===== config.mk =====
export PLATFORM = sky130hd
export DESIGN_NAME = sap1_controlador_sequenciador
export DESIGN_NICKNAME = d
export VERILOG_FILES = /design/src/rtl/sap1_controlador_sequenciador.sv
export SDC_FILE = /design/constraint.sdc
export NUM_CORES = 1
export LEC_CHECK = 0
export ABC_AREA = 1
export CAP_MARGIN = 20
export CORE_MARGIN = 2
export CORE_UTILIZATION = 40
export CTS_CLUSTER_DIAMETER = 120
export DETAILED_ROUTE_END_ITERATION = 7
export GPL_ROUTABILITY_DRIVEN = 0
export GPL_TIMING_DRIVEN = 0
export PLACE_DENSITY_LB_ADDON = 0.15
export SYNTH_ARGS = -nofsm -noshare
export SYNTH_HDL_FRONTEND = slang
export SYNTH_SLANG_ARGS = --single-unit
export TNS_END_PERCENT = 20

===== constraint.sdc =====
create_clock -name clock -period 1.6 [get_ports clock]
set_input_delay 0.4 -clock clock [delete_from_list [all_inputs] [get_ports clock]]
set_output_delay 0.4 -clock clock [all_outputs]
set_load 0.1 [all_outputs]

===== src/rtl/sap1_controlador_sequenciador.sv =====
// SAP-1 control sequencer: six-state ring counter plus
// control-word decoder with run/step/halt handling.
module sap1_controlador_sequenciador #(
   parameter logic [3:0] OP_LDA    = 4'b0000,
   parameter logic [3:0] OP_ADD    = 4'b0001,
   parameter logic [3:0] OP_SUB    = 4'b0010,
   parameter logic [3:0] OP_OUT    = 4'b1110,
   parameter logic [3:0] OP_HLT    = 4'b1111,
   parameter bit         EARLY_END = 1'b0
) (
   input  logic       clock,
   input  logic       clear,
   input  logic       run,
   input  logic       step,
   input  logic [3:0] opcode,
   output logic       PC_INC,
   output logic       PC_OUT,
   output logic       MAR_IN,
   output logic       RAM_OUT,
   output logic       IR_IN,
   output logic       IR_OUT,
   output logic       ACC_IN,
   output logic       ACC_OUT,
   output logic       SUB,
   output logic       ALU_OUT,
   output logic       B_IN,
   output logic       OPR_IN,
   output logic       HALT,
   output logic [5:0] t_state,
   output logic [7:0] instr_count
);

   typedef enum logic [5:0] {
      T1 = 6'b000001,
      T2 = 6'b000010,
      T3 = 6'b000100,
      T4 = 6'b001000,
      T5 = 6'b010000,
      T6 = 6'b100000
   } ring_e;

   ring_e      ring;
   ring_e      ring_nxt;
   logic       halted;
   logic [7:0] count;
   logic       step_d;
   logic       step_pulse;
   logic       adv;
   logic       is_lda;
   logic       is_add;
   logic       is_sub;
   logic       is_out;
   logic       is_hlt;
   logic       is_nop;
   logic       last;

   assign is_lda = (opcode == OP_LDA);
   assign is_add = (opcode == OP_ADD);
   assign is_sub = (opcode == OP_SUB);
   assign is_out = (opcode == OP_OUT);
   assign is_hlt = (opcode == OP_HLT);
   assign is_nop = ~(is_lda | is_add | is_sub
                     | is_out | is_hlt);

   assign step_pulse = step & ~step_d;
   // clear in the term drops every strobe while reset is held
   assign adv = clear & ~halted & (run | step_pulse);

   // final T-state of the current instruction
   assign last = (ring == T6)
               | (EARLY_END && (ring == T4)
                  && (is_out | is_nop))
               | (EARLY_END && (ring == T5) && is_lda);

   assign ring_nxt = ring_e'({ring[4:0], ring[5]});

   assign t_state     = ring;
   assign HALT        = halted;
   assign instr_count = count;

   // ring advance, halt latch, step edge detect, counter
   always_ff @(posedge clock or negedge clear) begin
      if (!clear) begin
         ring   <= T1;
         halted <= 1'b0;
         count  <= 8'd0;
         step_d <= 1'b0;
      end else begin
         step_d <= step;
         if (adv) begin
            if ((ring == T4) && is_hlt) begin
               halted <= 1'b1;
               count  <= count + 8'd1;
            end else if (last) begin
               ring  <= T1;
               count <= count + 8'd1;
            end else begin
               ring <= ring_nxt;
            end
         end
      end
   end

   // control word, gated so loads happen only on advancing edges
   always_comb begin
      PC_INC  = 1'b0;
      PC_OUT  = 1'b0;
      MAR_IN  = 1'b0;
      RAM_OUT = 1'b0;
      IR_IN   = 1'b0;
      IR_OUT  = 1'b0;
      ACC_IN  = 1'b0;
      ACC_OUT = 1'b0;
      SUB     = 1'b0;
      ALU_OUT = 1'b0;
      B_IN    = 1'b0;
      OPR_IN  = 1'b0;
      if (adv) begin
         unique case (ring)
            T1: begin
               PC_OUT = 1'b1;
               MAR_IN = 1'b1;
            end
            T2: PC_INC = 1'b1;
            T3: begin
               RAM_OUT = 1'b1;
               IR_IN   = 1'b1;
            end
            T4: begin
               if (is_lda | is_add | is_sub) begin
                  IR_OUT = 1'b1;
                  MAR_IN = 1'b1;
               end
               if (is_out) begin
                  ACC_OUT = 1'b1;
                  OPR_IN  = 1'b1;
               end
            end
            T5: begin
               if (is_lda) begin
                  RAM_OUT = 1'b1;
                  ACC_IN  = 1'b1;
               end
               if (is_add | is_sub) begin
                  RAM_OUT = 1'b1;
                  B_IN    = 1'b1;
               end
            end
            T6: begin
               if (is_add | is_sub) begin
                  ALU_OUT = 1'b1;
                  ACC_IN  = 1'b1;
                  SUB     = is_sub;
               end
            end
            default: ;
         endcase
      end
   end

endmodule

==> results.ini <==
[run_status]
status=finished with violations
violations=setup timing

[power_and_ir_drop]
leakagePower_nw=0.8338
powerDensity_mw_per_mm2=1855
peakVddDrop_mv=2.369

[synthesis]
syn_nets=153
yosys-top-cells-area=dfrtp_1, nand2_1, inv_1
ys_seq_elements=16
synth_largest_area_cell=dfrtp_1
ys_seq_area_frac=0.3835
syn_area_per_cell_um2=7.273
synth_compound_area_frac=0.04540
synth_top_area_frac=0.3584
postSynthCellCount=144
synthDistinctLibCells=29
synthSimpleGateAreaFrac=0.4337
synth_area_mm2=0.001047
synth_adder_area_share=0.01195
ys_warn_count=0
synth_xor_area_frac=0.01673
synth_top_family_by_area=simple AND/OR/NAND/NOR gates
synthMuxAreaShare=0

[floorplanning]
rows=18
initial_core_util=0.4227
ioPinCount=35
die-area_mm2=0.003043
die_h_um=55.17
die_w_um=55.17
core_mm2=0.002477

[timing]
tightestPinTransition_ns=0.6875
min_period_over_period=1.365
max_freq_mhz=458.0
fin_crit_ns=2.183
clock_skew_ns=0.001284
hold_viol=0
drv_slew=0
relSlewSlack=0.5402
holdWs_ns=0.04670
setup_viol=28
layout_setup_ws_ns=-0.5832
rsz0062_at_grt=yes

[routing]
wl_met1_um=1261
ant_nets=0
drt_iter0_markers=36
wl_met2_um=1689
via_count=1130
avgRoutedWirePerCell_um=14.11
vias_per_cell=5.000
first_pass_iters=4
drc=0
wl_met3_um=130
route.top_layer_used=met4
routed_wirelength_um=3188

[clocking]
cts_tree=done
root_buffer=clkbuf_4
clk-insertion-delay-late_ns=0.29
cts_made_buffers=3
clock_sinks=16
path_clk_slew_ns=0.09
cts-htree-levels=1
clockBufferDepth=2

[place]
io_buffers=34
dp_hpwl_um=2067
dp_cells=208
place_ws_ns=-2.271

[flow_run]
max_cap_viol_count=0

[layout]
final_common_cell=nand2_1
final_cell_mix=nand2_1, inv_1, buf_4
fill_cells=203
seqCellArea_um2=424.2
area_growth_pct=71.21
drive_gt1_frac=0.4898
diodes=0
final_nets=206
instances_no_fill=226
multiInputGateArea_um2=676.9

[worst_setup_path]
worstPathMaxFanout=5
crit_required_ns=1.20
worst_setup_path_start_kind=flip-flop
arrival_ns=1.78
worstSetupPathType=reg -> out
end_kind=output port
reg2reg_slack_ns=0.08

[global_route]
grt_max_degree=16
grt_pass1_wl_um=4491
antenna_found_initial=0
grt-ovfl-total=0
grt_pass1_vias=1032
grt_usage=0.2135

[min_path]
holdCritPathClass=in -> async

synthesized netlist by cell type, drive strengths merged:
cell and instances:
a21oi 1, buf 4, dfrtp 15, dfstp 1, ha 1, inv 20
nand2 48, nand3 11, nand3b 3, nand4 4, nor2 21, nor3 2
nor4 2, o21ai 7, o21bai 1, or2 1, xor2 2
routing by layer:
metal / global-route usage / vias up
li1: - / 557
met1: 0.2149 / 521
met2: 0.4147 / 40
met3: 0.02957 / 12
met4: 0.1179 / 0
met5: 0 / -
final timing paths:
path	from	endpoint	depth (start not counted)
max	t_state[2]$_DFFE_PN0P_	ACC_IN	5
min in group clock	step	step_d$_DFF_PN0_	1
max reg2reg	t_state[1]$_DFFE_PN0P_	instr_count[7]$_DFFE_PN0P_	10
max in group asynchronous	clear	t_state[1]$_DFFE_PN0P_	2
min reg2reg	instr_count[4]$_DFFE_PN0P_	instr_count[4]$_DFFE_PN0P_	2
min	clear	t_state[0]$_DFFE_PN1P_	1
flip-flops by register name (all words and copies together) (netlist names):
name         cells
instr_count      8
HALT             1
t_state          6
step_d           1
critical path, cell delays in order, from the launching register on:
cell	delay, ns
dfrtp_4	0.52
nor2_4	0.19
nand4_1	0.19
nand3b_1	0.29
o21ai_4	0.12
buf_12	0.19
layout make-up:
cell class | count | area share
buffer | 4 | 0.02931
clock buffer | 4 | 0.02024
sequential | 16 | 0.2366
timing repair buffer | 48 | 0.2736
inverter | 20 | 0.04187
multi-input combinational | 104 | 0.3775
tap | 30 | 0.02094
metrics by stage:
step / cell area [um^2] / util / power [mW] / TNS (ns)
4_1_cts: 1740 / 0.7025 / 3.214 / -6.598
2_1_floorplan: 1166 / - / 2.277 / -12.84
3_3_place_gp: 1544 / 0.6232 / 2.667 / -40.19
5_1_grt: 1793 / 0.7237 / 3.470 / -8.649
6_report: 1793 / 0.7237 / 3.327 / -7.530
3_5_place_dp: 1544 / 0.6232 / 2.699 / -41.64
kinds of logic (layout without fill, tap and decap cells):
| logic type | after synthesis | in the layout |
|---|---|---|
| buf+inv | 24 | 76 |
| fa+ha+maj | 1 | 1 |
| simple gates | 92 | 92 |
| xor+xnor | 2 | 2 |
| compound gates | 9 | 9 |
| flops | 16 | 16 |
what timing repair did:
action	CTS	global route
setup buffers	13	0
hold endpoints to repair	15	0
pin swaps	17	1
setup endpoints to repair	42	35
gates resized for setup	187	20
hold buffers	1	0
report_power, final:
| group | switching, mW | internal, mW | total [mW] |
|---|---|---|---|
| Clock | 0.132 | 0.139 | 0.271 |
| Sequential | 0.164 | 0.558 | 0.722 |
| Combinational | 1.64 | 0.690 | 2.33 |
| Total | 1.94 | 1.39 | 3.33 |
Note: power is estimated with default switching activity, not from simulation.
